## config.mk

```make
export PLATFORM = sky130hd
export DESIGN_NAME = fetch_ctrl
export DESIGN_NICKNAME = d
export VERILOG_FILES = /design/src/rtl/cpu15_pkg.sv /design/src/rtl/fetch_ctrl.sv
export SDC_FILE = /design/constraint.sdc
export NUM_CORES = 1
export LEC_CHECK = 0
export CORE_UTILIZATION = 30
export CTS_CLUSTER_SIZE = 24
export DETAILED_ROUTE_END_ITERATION = 10
export SLEW_MARGIN = 20
export SYNTH_ARGS = -nofsm -noshare
export SYNTH_HDL_FRONTEND = slang
export SYNTH_SLANG_ARGS = --single-unit
```

## constraint.sdc

```tcl
create_clock -name CLK_FT -period 1.7 [get_ports CLK_FT]
set_input_delay 0.34 -clock CLK_FT [delete_from_list [all_inputs] [get_ports CLK_FT]]
set_output_delay 0.34 -clock CLK_FT [all_outputs]
set_load 0.02 [all_outputs]
```

## src/rtl/cpu15_pkg.sv

```systemverilog
// Shared types and constants for the 15-bit CPU fetch path.
package cpu15_pkg;

    localparam int ADDR_W  = 8;
    localparam int INSTR_W = 15;
    localparam int OPC_W   = 4;

    localparam logic [OPC_W-1:0]  HLT_OPC  = 4'b1111;
    localparam logic [ADDR_W-1:0] RESET_PC = 8'h00;

    typedef enum logic [2:0] {
        IDLE,
        FETCH,
        WAIT,
        ISSUE,
        HALT,
        BREAK
    } state_t;

    function automatic logic [OPC_W-1:0] get_opc(input logic [INSTR_W-1:0] instr);
        return instr[INSTR_W-1 -: OPC_W];
    endfunction

endpackage

```

## src/rtl/fetch_ctrl.sv

```systemverilog
// Instruction-fetch sequencer: owns P_COUNT, hides the ROM read latency, issues words over valid/ack.
// Optional breakpoint support is compiled in with FETCH_BREAKPOINT_EN.
module fetch_ctrl
    import cpu15_pkg::*;
(
    input  logic               CLK_FT,
    input  logic               RESET_N,
    input  logic               RUN,
    input  logic [INSTR_W-1:0] PROM_OUT,
    output logic [ADDR_W-1:0]  P_COUNT,
    output logic [INSTR_W-1:0] INSTR,
    output logic               INSTR_VALID,
    input  logic               INSTR_ACK,
    input  logic               JMP_EN,
    input  logic [ADDR_W-1:0]  JMP_ADDR,
`ifdef FETCH_BREAKPOINT_EN
    input  logic [ADDR_W-1:0]  BP_ADDR,
    input  logic               BP_ARM,
    input  logic               CONTINUE,
    output logic               BP_HIT,
`endif
    output logic               HALTED
);

    state_t            state;
    logic [ADDR_W-1:0] pc_step;

    // Address taken by a retired non-hlt instruction: jump target or sequential successor.
    always_comb begin
        pc_step = JMP_EN ? JMP_ADDR : P_COUNT + ADDR_W'(1);
    end

`ifdef FETCH_BREAKPOINT_EN
    logic bp_now;
    logic bp_step;

    always_comb begin
        bp_now  = BP_ARM && (P_COUNT == BP_ADDR);
        bp_step = BP_ARM && (pc_step == BP_ADDR);
    end
`endif

    always_ff @(posedge CLK_FT or negedge RESET_N) begin
        if (!RESET_N) begin
            state       <= IDLE;
            P_COUNT     <= RESET_PC;
            INSTR       <= '0;
            INSTR_VALID <= 1'b0;
            HALTED      <= 1'b0;
`ifdef FETCH_BREAKPOINT_EN
            BP_HIT      <= 1'b0;
`endif
        end else begin
            unique case (state)
                IDLE: begin
                    if (RUN) begin
`ifdef FETCH_BREAKPOINT_EN
                        state  <= bp_now ? BREAK : FETCH;
                        BP_HIT <= bp_now;
`else
                        state  <= FETCH;
`endif
                    end
                end
                // ROM registers P_COUNT on this edge; data arrives during WAIT.
                FETCH: state <= WAIT;
                WAIT: begin
                    INSTR       <= PROM_OUT;
                    INSTR_VALID <= 1'b1;
                    state       <= ISSUE;
                end
                ISSUE: begin
                    if (INSTR_ACK) begin
                        INSTR_VALID <= 1'b0;
                        if (get_opc(INSTR) == HLT_OPC) begin
                            HALTED <= 1'b1;
                            state  <= HALT;
                        end else begin
                            P_COUNT <= pc_step;
                            if (RUN) begin
`ifdef FETCH_BREAKPOINT_EN
                                state  <= bp_step ? BREAK : FETCH;
                                BP_HIT <= bp_step;
`else
                                state  <= FETCH;
`endif
                            end else begin
                                state <= IDLE;
                            end
                        end
                    end
                end
                HALT: state <= HALT;
`ifdef FETCH_BREAKPOINT_EN
                // CONTINUE resumes straight into FETCH so the same breakpoint does not re-trigger.
                BREAK: begin
                    if (!RUN) begin
                        state  <= IDLE;
                        BP_HIT <= 1'b0;
                    end else if (CONTINUE) begin
                        state  <= FETCH;
                        BP_HIT <= 1'b0;
                    end
                end
`endif
                default: state <= IDLE;
            endcase
        end
    end

endmodule

```

## After elaboration in Yosys (flattened, before gate mapping)

Index checks and enable logic that the tools add are counted.

| word-level totals | value |
|---|---|
| output and inout port bits | 25 |
| flip-flop bits (word level) | 28 |

| operators by class | value |
|---|---|
| muxes and demuxes | 8 |
| equality and inequality tests | 7 |
| reductions and logical operators | 6 |
| $add $sub $neg | 1 |
| bitwise logic cells | 1 |

Operators with widths:

| kind | count |
|---|---|
| $pmux W3 S5 | 1 |
| $mux W3 | 3 |
| $add A8 B1 Y8 const B | 1 |
| $mux W8 | 1 |
| $eq A3 B2 Y1 const B | 2 |
| $reduce_and A3 Y1 | 2 |
| $eq A4 B4 Y1 const B | 1 |
| $ne A2 B2 Y1 const B | 2 |
| $reduce_and A2 Y1 | 2 |
| $eq A3 B1 Y1 const B | 1 |
| $eq A3 B3 Y1 const B | 1 |
| $logic_not A3 Y1 | 1 |
| $mux W1 | 2 |
| $pmux W1 S2 | 1 |
| $reduce_bool A2 Y1 | 1 |
| $not A1 Y1 | 1 |

## Depth between registers and ports, before layout

| logic depth | value |
|---|---|
| depth after elaboration | 4 |
| depth in mapped cells | 5 |

## Worst setup path before layout

OpenSTA, ideal clock, no wires.

| timing path | value |
|---|---|
| path kind | register -> register |
| from | register P_COUNT[0] |
| to | register P_COUNT[6] |
| library setup time | 129 ps |
| period minus slack after synthesis | 1440 ps |
| data required time | 1571 ps |
| arrival time | 1310 ps |
| setup slack | 260 ps |
| cell stages (with the launch flop) | 6 |
| path through | dfrtp_1 > ha_1 > and3_1 > a31o_2 > a21oi_1 > a21oi_1 |

| between the ends | value |
|---|---|
| longest elaborated chain between the ends | 2 |

RTL lines:

| what | RTL line | source |
|---|---|---|
| from (decl) | fetch_ctrl.sv:10 | `output logic [ADDR_W-1:0] P_COUNT,` |
| from (signal assigned) | fetch_ctrl.sv:79 | `P_COUNT <= pc_step;` |
| $add A8 B1 Y8 | fetch_ctrl.sv:30 | `pc_step = JMP_EN ? JMP_ADDR : P_COUNT + ADDR_W'(1);` |
| $mux W8 | fetch_ctrl.sv:30 |  |

Every way passes these cells.
A chain may end at the register's enable or synchronous reset.

## Final worst setup path

| timing path | value |
|---|---|
| from | register P_COUNT[7] |
| to | output P_COUNT[7] |

No word-level cell between the ends.

==> summary.md <==
| Metric | Value |
|---|---|
| Layout area overhead | 52.2% |
| Mapped cell area | 1260 um^2 |
| Static Leak | 0.866 nW |
| Crit path max fanout | 4 |
| Share of layout cells above drive strength 1 | 0.172 |
| Iter 0 DRT Violations | 43 |
| Required @ worst endpoint | 1360 ps |
| CTS tree | yes |
| Period utilization | 0.962 |
| Top delay family on crit path | buffers and inverters |
| Vias in the first global route | 1,088 |
| Worst Skew | 1.08 ps |
| Clock-pin slew on the worst setup and hold paths | 90 ps |
| Initial antenna violation count | 0 |
| Worst hold path type | in2async |
| Die H | 66.9 um |
| Crit path largest cell delay | 620 ps |
| Distinct cells, synth | 34 |
| Gate count after technology mapping | 106 |
| Cts hold-fix bufs | 0 |
| Number of buffers added on ports | 52 |
| Pwr Density | 1760 nW/um^2 |
| Via density | 4.94 |
| Placement Cell Area | 1870 um^2 |
| Gr ovfl total | 0 |
| TritonRoute pass-1 iters | 4 |
| Initial Util | 0.314 |
| Overall Global Routing Usage | 0.147 |
| Skew-Pair Late Insertion Delay | 260 ps |
| Syn nets | 135 |
| Min Tclk post-route | 1640 ps |
| I/O pin count | 53 |
| Drt drc | 0 |
| Syn avg cell area | 11.9 um^2 |
| Relative slew margins | 0.765 |
| Nets@finish | 194 |
| Postcts setup bufs | 0 |
| Layout Utilization | 0.477 |
| WL final | 2990 um |
| Crit path arrival time | 1300 ps |
| Max-cap viol count | 0 |
| Setup TNS | 0 ps |
| Final Slew Violations | 0 |
| DIE AREA | 4480 um^2 |
| Outcome | complete, no violations |
| Die width | 66.9 um |
| Worst setup EP type | primary output |
| Via count | 1,053 |
| CP bufs+invs | 1 |
| Bufs on Longest Clock Path | 2 |
| H-tree depth | 1 |
| CTS Root Cell | clkbuf_8 |
| Core Box Area | 4030 um^2 |
| Inserted Clock Buffers | 3 |
| Hold Fails Final Rpt | 0 |
| Hpwl dp | 2250 um |
| Sequential area share after synthesis | 0.554 |
| Kind of critical path | reg2out |
| First-pass GRT wire length | 4950 um |
| Slowest stage cell, crit path | clkdlybuf4s50_1 |
| Power Total | 3.38 mW |
| Global placer's final weighted congestion | 0.879 |
| Resize count post-CTS | 0 |
| RSZ-0062 raised after global routing | no |
| Antenna Cells | 0 |
| Number of synthesized register bits | 28 |
| # setup viols final | 0 |
| Sink Count | 28 |
| Yosys warns | 0 |
| Cell breakdown of the critical path | clkdlybuf4s50_1 |
| Antenna Violating Nets Remaining | 0 |
| R2R setup slack | 230 ps |
| Cell row count | 23 |
| Worst setup SP type | register |
| Fin area | 1920 um^2 |
| Worst-margin pin slew | 353 ps |
| DR WL/cell | 14.0 um |
| Highest Clock Rate | 611 MHz |
| Worst VDD drop | 810 uV |
| Largest net degree at the start of global routing | 29 |
==> synth_stat cells (all sizes together) <==
| cell | n | area [um^2] |
|---|---|---|
| dfrtp | 28 | 701 |
| mux2 | 15 | 169 |
| o21ai | 9 | 45.0 |
| nor2 | 8 | 32.5 |
| a21oi | 5 | 25.0 |
| and3 | 4 | 25.0 |
| nand2 | 4 | 15.0 |
| buf | 3 | 21.3 |
| o2bb2ai | 3 | 26.3 |
| a21o | 2 | 15.0 |
| a22oi | 2 | 15.0 |
| inv | 2 | 7.51 |
| nand4 | 2 | 12.5 |
| nor3b | 2 | 26.3 |
| a21boi | 1 | 7.51 |
| a22o | 1 | 8.76 |
| a2bb2oi | 1 | 8.76 |
| a31o | 1 | 8.76 |
| and4 | 1 | 8.76 |
| clkbuf | 1 | 3.75 |
| ha | 1 | 12.5 |
| mux2i | 1 | 10.0 |
| nand2b | 1 | 6.26 |
| nand3 | 1 | 5.00 |
| nand3b | 1 | 7.51 |
| nand4b | 1 | 8.76 |
| nor3 | 1 | 5.00 |
| nor4 | 1 | 6.26 |
| o211ai | 1 | 7.51 |
| o22ai | 1 | 6.26 |
| or2 | 1 | 6.26 |
==> per-stage QoR <==
stage                     hold WS, ps  worst slack [ps]  cells
after global routing              487              16.0    213
after global placement            456              33.2    210
after CTS                         459              2.59    213
final                             446              64.4    213
after detailed placement          458              10.5    210
after floorplan                  44.4               260    106
==> cell type report <==
cell class	instances	area, um^2
fillers	372	2110
clock buffers	3	41.3
inverters	2	7.51
well taps	50	62.6
multi-input cells	72	531
flip-flops and latches	28	701
repair buffers	58	581
==> worst reg2reg max path, cell delays in order (launching register included) <==
cell and delay [ps]:
dfrtp_1 440, ha_1 260, and3_1 220, a31o_2 240, a21oi_1 130, a21oi_1 50
==> metal layers <==
metal	vias to the layer above	wire length, um	track usage
li1	505	-	-
met1	500	1260	0.177
met2	44	1430	0.256
met3	4	271	0.0377
met4	0	29	0.0399
met5	-	0	0
==> registers in the layout (all words and copies together), names as in the netlist <==
register     cells
P_COUNT          8
INSTR_VALID      1
state            3
HALTED           1
INSTR           15
==> worst paths after layout <==
path | startpoint | end | depth (start not counted)
max in group asynchronous | RESET_N | INSTR[11]$_DFFE_PN0P_ | 2
hold reg to reg | HALTED$_DFFE_PN0P_ | HALTED$_DFFE_PN0P_ | 1
hold / removal | RESET_N | P_COUNT[0]$_DFFE_PN0P_ | 2
min in group CLK_FT | HALTED$_DFFE_PN0P_ | HALTED$_DFFE_PN0P_ | 1
setup / recovery | P_COUNT[7]$_DFFE_PN0P_ | P_COUNT[7] | 1
setup reg to reg | P_COUNT[0]$_DFFE_PN0P_ | P_COUNT[6]$_DFFE_PN0P_ | 5
==> power breakdown <==
part           switching (mW)  internal, mW  total (mW)
Sequential              0.294         0.991        1.28
Combinational           0.799         0.951        1.75
Clock                   0.185         0.159       0.344
==> layout by cell type (no fill, tap or decap), types with 2 or more instances in the layout <==
cell type,Yosys,routed
and3_1,4,4
a21oi_1,5,5
dlymetal6s2s_1,0,6
inv_1,2,2
nand4_1,2,2
clkbuf_8,0,3
o2bb2ai_1,3,3
a21o_1,2,2
nor2_1,7,7
dfrtp_1,28,28
a22oi_1,2,2
clkdlybuf4s50_1,0,46
buf_4,0,6
nand2_1,4,4
o21ai_0,9,9
mux2_2,15,15
==> cell families after synthesis <==
logic type,Yosys count,share of synthesized area
and+or+nand+nor,28,0.131
DFF,28,0.554
AOI/OAI and AO/OA,27,0.138
muxes,16,0.142
buffers and inverters,6,0.0257
adders and majority gates,1,0.00990
Power figures use the tool's default switching activity.
